===== config.mk =====
export PLATFORM = sky130hd
export DESIGN_NAME = ws2812_rx_flat
export DESIGN_NICKNAME = d
export VERILOG_FILES = /design/src/rtl/ws2812_rx_if.sv /design/src/rtl/ws2812_rx.sv /design/src/flat_wrapper.sv
export SDC_FILE = /design/constraint.sdc
export NUM_CORES = 1
export LEC_CHECK = 0
export ABC_AREA = 0
export CAP_MARGIN = 20
export CORE_MARGIN = 2
export CORE_UTILIZATION = 36
export CTS_BUF_LIST = sky130_fd_sc_hd__clkbuf_2
export DETAILED_ROUTE_END_ITERATION = 8
export GPL_TIMING_DRIVEN = 0
export PLACE_DENSITY = 0.6
export SLEW_MARGIN = 25
export SYNTH_ARGS = -nofsm -noshare
export SYNTH_HDL_FRONTEND = slang
export SYNTH_SLANG_ARGS = --single-unit
export TNS_END_PERCENT = 100

===== constraint.sdc =====
create_clock -name Clock_50 -period 3.55 [get_ports Clock_50]
set_clock_uncertainty 0.15 [all_clocks]
set_input_delay 1.065 -clock Clock_50 [delete_from_list [all_inputs] [get_ports Clock_50]]
set_output_delay 1.065 -clock Clock_50 [all_outputs]
set_load 0.02 [all_outputs]

===== src/rtl/ws2812_rx_if.sv =====
// Port bundle for the WS2812 stream decoder: serial line in, decoded words and status out.
interface ws2812_rx_if #(
  parameter int PIX_W = 10
);
  logic             din;
  logic [23:0]      pixel;
  logic             pixel_valid;
  logic [PIX_W-1:0] pixel_index;
  logic             latch;
  logic             bit_error;
  logic             in_sync;

  modport master (
    output din,
    input  pixel, pixel_valid, pixel_index, latch, bit_error, in_sync
  );

  modport slave (
    input  din,
    output pixel, pixel_valid, pixel_index, latch, bit_error, in_sync
  );
endinterface


===== src/rtl/ws2812_rx.sv =====
// WS2812B-style receive decoder: measures high-pulse widths on an oversampled line,
// packs bits MSB-first into 24-bit GRB words and detects the long-low latch gap.
module ws2812_rx #(
  parameter int THRESH       = 30,
  parameter int MIN_HIGH     = 5,
  parameter int MAX_HIGH     = 100,
  parameter int RESET_CYCLES = 2500,
  parameter int PIX_W        = 10
) (
  input  logic        Clock_50,
  input  logic        Reset,
  ws2812_rx_if.slave  bus
);

  localparam logic [7:0]  THRESH_C   = 8'(THRESH);
  localparam logic [7:0]  MIN_HIGH_C = 8'(MIN_HIGH);
  localparam logic [7:0]  MAX_HIGH_C = 8'(MAX_HIGH);
  localparam logic [11:0] RESET_C    = 12'(RESET_CYCLES);

  typedef enum logic [1:0] {SYNC, IDLE, HIGH, LOW} state_t;

  state_t           state, state_nx;
  logic             s1, s2;
  logic [7:0]       hi_cnt, hi_nx, hi_inc;
  logic [11:0]      lo_cnt, lo_nx, lo_inc;
  logic [4:0]       bitcnt, bit_nx;
  logic [PIX_W-1:0] idx_cnt, idx_nx;
  logic [23:0]      shreg, sh_nx, new_word;
  logic [23:0]      pixel_q, pixel_nx;
  logic [PIX_W-1:0] index_q, index_nx;
  logic             valid_q, valid_nx;
  logic             latch_q, latch_nx;
  logic             err_q, err_nx;
  logic             sync_q, sync_nx;

  assign hi_inc   = (hi_cnt == 8'hFF) ? hi_cnt : hi_cnt + 8'd1;
  assign lo_inc   = (lo_cnt == 12'hFFF) ? lo_cnt : lo_cnt + 12'd1;
  assign new_word = {shreg[22:0], (hi_cnt >= THRESH_C)};

  always_comb begin
    state_nx = state;
    hi_nx    = hi_cnt;
    lo_nx    = lo_cnt;
    bit_nx   = bitcnt;
    idx_nx   = idx_cnt;
    sh_nx    = shreg;
    pixel_nx = pixel_q;
    index_nx = index_q;
    valid_nx = 1'b0;
    latch_nx = 1'b0;
    err_nx   = 1'b0;
    case (state)
      SYNC: begin
        if (s2) begin
          lo_nx = '0;
        end else begin
          lo_nx = lo_inc;
          if (lo_inc == RESET_C) begin
            state_nx = IDLE;
            bit_nx   = '0;
            idx_nx   = '0;
          end
        end
      end
      IDLE: begin
        if (s2) begin
          state_nx = HIGH;
          hi_nx    = 8'd1;
        end
      end
      HIGH: begin
        if (s2) begin
          hi_nx = hi_inc;
          if (hi_inc == MAX_HIGH_C) begin
            err_nx   = 1'b1;
            bit_nx   = '0;
            idx_nx   = '0;
            lo_nx    = '0;
            state_nx = SYNC;
          end
        end else if (hi_cnt < MIN_HIGH_C) begin
          err_nx   = 1'b1;
          bit_nx   = '0;
          idx_nx   = '0;
          lo_nx    = '0;
          state_nx = SYNC;
        end else begin
          sh_nx = new_word;
          if (bitcnt == 5'd23) begin
            pixel_nx = new_word;
            index_nx = idx_cnt;
            valid_nx = 1'b1;
            bit_nx   = '0;
            idx_nx   = idx_cnt + 1'b1;
          end else begin
            bit_nx = bitcnt + 5'd1;
          end
          lo_nx    = 12'd1;
          state_nx = LOW;
        end
      end
      LOW: begin
        if (s2) begin
          state_nx = HIGH;
          hi_nx    = 8'd1;
        end else begin
          lo_nx = lo_inc;
          if (lo_inc == RESET_C) begin
            // a frame ending mid-word discards the partial bits and flags it
            latch_nx = 1'b1;
            err_nx   = (bitcnt != 5'd0);
            bit_nx   = '0;
            idx_nx   = '0;
            state_nx = IDLE;
          end
        end
      end
      default: state_nx = SYNC;
    endcase
    sync_nx = (state_nx != SYNC);
  end

  // Synchronizer resets high so a full low window must travel through both
  // flops after reset before SYNC starts counting toward alignment.
  always_ff @(posedge Clock_50 or posedge Reset) begin
    if (Reset) begin
      s1      <= 1'b1;
      s2      <= 1'b1;
      state   <= SYNC;
      hi_cnt  <= '0;
      lo_cnt  <= '0;
      bitcnt  <= '0;
      idx_cnt <= '0;
      shreg   <= '0;
      pixel_q <= '0;
      index_q <= '0;
      valid_q <= 1'b0;
      latch_q <= 1'b0;
      err_q   <= 1'b0;
      sync_q  <= 1'b0;
    end else begin
      s1      <= bus.din;
      s2      <= s1;
      state   <= state_nx;
      hi_cnt  <= hi_nx;
      lo_cnt  <= lo_nx;
      bitcnt  <= bit_nx;
      idx_cnt <= idx_nx;
      shreg   <= sh_nx;
      pixel_q <= pixel_nx;
      index_q <= index_nx;
      valid_q <= valid_nx;
      latch_q <= latch_nx;
      err_q   <= err_nx;
      sync_q  <= sync_nx;
    end
  end

  assign bus.pixel       = pixel_q;
  assign bus.pixel_index = index_q;
  assign bus.pixel_valid = valid_q;
  assign bus.latch       = latch_q;
  assign bus.bit_error   = err_q;
  assign bus.in_sync     = sync_q;

endmodule


===== src/flat_wrapper.sv =====
// flat-port wrapper written by rule: the top's interface ports become plain ports
module ws2812_rx_flat 
#(
  parameter int THRESH       = 30,
  parameter int MIN_HIGH     = 5,
  parameter int MAX_HIGH     = 100,
  parameter int RESET_CYCLES = 2500,
  parameter int PIX_W        = 10
)
  (Clock_50, Reset, bus_din, bus_pixel, bus_pixel_valid, bus_pixel_index, bus_latch, bus_bit_error, bus_in_sync);
  ws2812_rx_if #(.PIX_W(PIX_W)) bus_i ();
  input  logic Clock_50;
  input  logic Reset;
  input wire logic [$bits(bus_i.din)-1:0] bus_din;
  output wire logic [$bits(bus_i.pixel)-1:0] bus_pixel;
  output wire logic [$bits(bus_i.pixel_valid)-1:0] bus_pixel_valid;
  output wire logic [$bits(bus_i.pixel_index)-1:0] bus_pixel_index;
  output wire logic [$bits(bus_i.latch)-1:0] bus_latch;
  output wire logic [$bits(bus_i.bit_error)-1:0] bus_bit_error;
  output wire logic [$bits(bus_i.in_sync)-1:0] bus_in_sync;
  assign bus_i.din = bus_din;
  assign bus_pixel = bus_i.pixel;
  assign bus_pixel_valid = bus_i.pixel_valid;
  assign bus_pixel_index = bus_i.pixel_index;
  assign bus_latch = bus_i.latch;
  assign bus_bit_error = bus_i.bit_error;
  assign bus_in_sync = bus_i.in_sync;
  ws2812_rx #(.THRESH(THRESH), .MIN_HIGH(MIN_HIGH), .MAX_HIGH(MAX_HIGH), .RESET_CYCLES(RESET_CYCLES), .PIX_W(PIX_W)) u_core (.Clock_50(Clock_50), .Reset(Reset), .bus(bus_i));
endmodule

# Yosys cells after proc, flatten, opt, wreduce, memory -nomap -nowiden
# Cells that the tools add are included.
# Widths: inputs -> output; s select.
# word_totals
ff_bits	100
in_bits	3
# classes
n_addsub	4
order_cmp	2
n_eq_ne	15
n_mux	46
bitwise_logic	2
n_reduce_logical	14
# op_table
op	count
$mux 10	6
$mux 12	5
$pmux 12 s3	1
$mux 5	6
$eq 12x12->1 const B	2
$mux 8	3
$pmux 10 s2	1
$pmux 8 s2	1
$mux 2	7
$mux 1	13
$add 12x1->12 const B	1
$add 10x1->10 const B	1
$pmux 5 s2	1
$reduce_and 3->1	3
$add 8x1->8 const B	1
$eq 8x7->1 const B	1
$eq 8x8->1 const B	1
$ge 8x5->1 const B	1
$lt 8x3->1 const B	1
$pmux 2 s4	1
$reduce_and 4->1	2
$ne 2x1->1 const B	3
$reduce_bool 2->1	3
$add 5x1->5 const B	1
other kinds (13)	17

# Depth between registers and ports, before layout
# depth
depth_word	7
mapped_depth	11
depth_no_buf	9

# Worst setup path after synthesis
# Ideal clock, no wire load.
# synth_timing
kind	flip-flop to flip-flop
start	register u_core.lo_cnt[0]
end	register u_core.idx_cnt[8]
arrival_ps	2449
required_time_ps	3259
path_slack_ps	810
stages_incl_launch_ff	10
path_buffers	1
synth_period_minus_slack_ps	2740
path_cell_list	dfrtp_1 ha_1 clkbuf_2 nand3_1 nor3_1 mux2i_1 nand2_1 or4_4 a211oi_4 a31oi_1
# synth_between
elab_chain_cells	5
elab_cells_between_ends	6
classes_between	add/sub (1); eq/ne (3); mux (1); reduce/logical (1)
# synth_rtl
item	line_no	text
from (decl)	ws2812_rx.sv:25	logic [11:0] lo_cnt, lo_nx, lo_inc;
from (signal assigned)	ws2812_rx.sv:146	lo_cnt <= lo_nx;
$add 12x1->12 or $eq 12x12->1 (tied branches)	ws2812_rx.sv:37	assign lo_inc = (lo_cnt == 12'hFFF) ? lo_cnt : lo_cnt + 12'd1;
$mux 12 (*)	ws2812_rx.sv:37	
$eq 12x12->1 (*)	ws2812_rx.sv:58, ws2812_rx.sv:108	
$ne 2x1->1 (no source line) (*)	n/a	
$reduce_and 5->1 (no source line) (*)	n/a	
to (signal assigned)	ws2812_rx.sv:148	idx_cnt <= idx_nx;
to (decl)	ws2812_rx.sv:27	logic [PIX_W-1:0] idx_cnt, idx_nx;
# Mark *: on every way between the ends. The rest lies on a longest branch, timed or not.
# A chain may end at the register's enable or synchronous reset.

# Worst setup path in the final report
# Same ends and word-level chain as after synthesis.

==> impl_metrics.ini <==
[status]
outcome = finished, final reports clean

[placement]
placed_area_sq_mm = 0.005634
gp_congestion = 0.8746
portBuffers = 40
dp_hpwl_mm = 7.446

[min_path]
hp-class = reg -> reg
holdPathStages = 0

[final_layout]
fin_nets = 564
final_cell_mix = dfrtp_1, nand2_1, clkdlybuf4s50_1
drive_gt1_share_pct = 16.22
layout_commonest_cell = dfrtp_1
fin_area_sq_mm = 0.005749
area_growth_pct = 16.15
postLayoutCoreUtil_pct = 43.07

[critical_path]
worstPathArrival_ns = 3.60
worstPathRequired_ns = 3.89
crit_chain = ha_1 -> clkbuf_2 -> nand3_1 -> nor3_1 -> o2111ai_1 -> or4_4 -> a211oi_4 -> a31oi_1
worst_r2r_path_depth = 8
cp.depth = 8
critPathMaxStageDelay_ns = 0.58
crit_type = reg -> reg
critical_path.top_delay_family = simple AND/OR/NAND/NOR gates
crit_buf_inv = 1
crit_path_max_fanout = 10
end_kind = flip-flop
slowest_stage = or4_4
worst_setup_path_start_kind = flip-flop

[power_and_ir_drop]
power.density_mw_per_mm2 = 304.0
peakVddDrop_mv = 0.1245
power.leakage_nw = 2.670

[logic_synthesis]
async_reset_ff_share_pct = 100.0
synth_edf_count = 0
ys_seq_area_share_pct = 50.61
synth.largest_area_cell = dfrtp_1
ys_warn_count = 0
yosys.area.top_type_share_pct = 49.54
ys_seq_elements = 100
avgSynthCellArea_sq_um = 9.979
synth_area_leaders = dfrtp_1, mux2_2, nand2_1
synth_flop_cell = dfrtp_1
synthDistinctLibCells = 64
synthesis.nets = 510
synth_area_sq_mm = 0.004950
syn_inst = 496

[routing]
vias = 3841
remaining_drc_errors = 0
drt-initial-drc-count = 373
wire_per_inst_um = 14.01
vias_per_cell = 5.247
ant_nets = 0
drt_pass1_iterations = 5
wirelength_mm = 10.26

[floorplanning]
rows = 42
die_area_sq_mm = 0.01470
start_util_pct = 37.08
ios = 41
dieWidth_um = 121.3
die_height_um = 121.3
coreArea_sq_mm = 0.01335

[global_routing]
grt_usage_pct = 14.79
grt_pass1_vias = 3636
grt_remaining_overflow = 0
grt_pass1_wl_mm = 17.65
antenna_found_initial = 1
grt_max_degree = 33

[run]
maxCapViolCount = 0

[timing]
report.final.slew_viol_count = 0
hold_slack_ns = 0.2272
fin_crit_ns = 3.265
slew_headroom_pct = 48.00
timing.setup.tns_ns = 0
max_freq_ghz = 0.3062
worst_pin_slew_ns = 0.7772
rsz0062_at_grt = no
hold_violations = 0
fin_crit_sh_pct = 91.98
setup_viol = 0

[cts]
cts_resized = 0
htreeDepth = 3
cts_root_buffer = clkbuf_2
cts_sinks = 100
clk_pin_slew_worst_paths_ns = 0.28
cts_setup_buffers = 0
clk_path_buf_depth = 2
cts_hold_buf = 0
cts_tree = yes
insertion_delay_ns = 0.60
cts_buffers = 9
-- path summary, 6_finish.rpt --
path | startpoint | endpoint | slack (ns)
worst max register to register | u_core.lo_cnt[0] | u_core.idx_cnt[8] | 0.28
worst min register to register | u_core.s1 | u_core.s2 | 0.23
worst min-delay path | u_core.s1 | u_core.s2 | 0.23
max in group asynchronous | Reset | u_core.shreg[18] | 1.75
min in group asynchronous | Reset | u_core.lo_cnt[9] | 0.58
worst max-delay path | u_core.lo_cnt[0] | u_core.idx_cnt[8] | 0.28
-- cells by family (layout without fill, tap and decap cells) --
kind of cell	count (synthesis)	count (layout)	synth area share, %
and+or+nand+nor	188	188	18.48
AOI/OAI and AO/OA	111	111	15.04
DFF	100	100	50.61
buffers and inverters	46	105	4.247
muxes	37	37	8.317
adders and majority gates	11	11	2.781
xor gates and xnor gates	3	3	0.5309
other	0	1	0
-- cell usage after synthesis, types with 8 or more instances --
library cell	number
nor2_1	26
a21oi_1	30
and3_1	9
a31oi_1	9
inv_1	17
ha_1	11
nand2_1	95
clkbuf_1	10
o21ai_0	22
buf_2	10
dfrtp_1	98
nor3_1	8
mux2_2	33
nand3_1	13
-- layout make-up --
cell class,instances,area (sq um)
clock inverters,7,67.56
multi-input cells,350,2235
flip-flops and latches,100,2505
diodes,1,2.502
clock buffers,9,45.04
fillers,1311,7599
well taps,176,220.2
plain buffers,29,146.4
repair buffers,43,460.4
inverters,17,67.56
-- power breakdown --
group	switching [W]	internal [W]	total, W
combinational	0.0000341	0.0000178	0.0000520
sequential	0.00000651	0.00115	0.00115
clock	0.000425	0.000117	0.000542
total	0.000466	0.00128	0.00175
-- sequential cells by signal (all words and copies together) (netlist names), 2 cells and up --
register and count:
u_core.state 2, u_core.bitcnt 5, u_core.shreg 23, u_core.lo_cnt 12, u_core.bus.pixel 24, u_core.idx_cnt 10, u_core.hi_cnt 8, u_core.bus.pixel_index 10
-- per-stage QoR --
step           setup slack [ns]  cells  total power, W
2_1_floorplan            0.8100    496        0.001204
3_3_place_gp             0.1061    712        0.001217
3_5_place_dp             0.3433    715        0.001226
4_1_cts                  0.3127    731        0.001778
5_1_grt                 0.04971    732        0.001838
6_report                 0.2846    732        0.001748
-- metal layers --
metal  up-vias  GRT usage, %  share of wire [%]
met3         6         3.336                3.6
met4         0         4.382                1.0
met2        69         23.67                 48
met1      1896         20.10                 47
met5         -             0                  0
li1       1870             -                  -
Note: power is estimated with default switching activity, not from simulation.
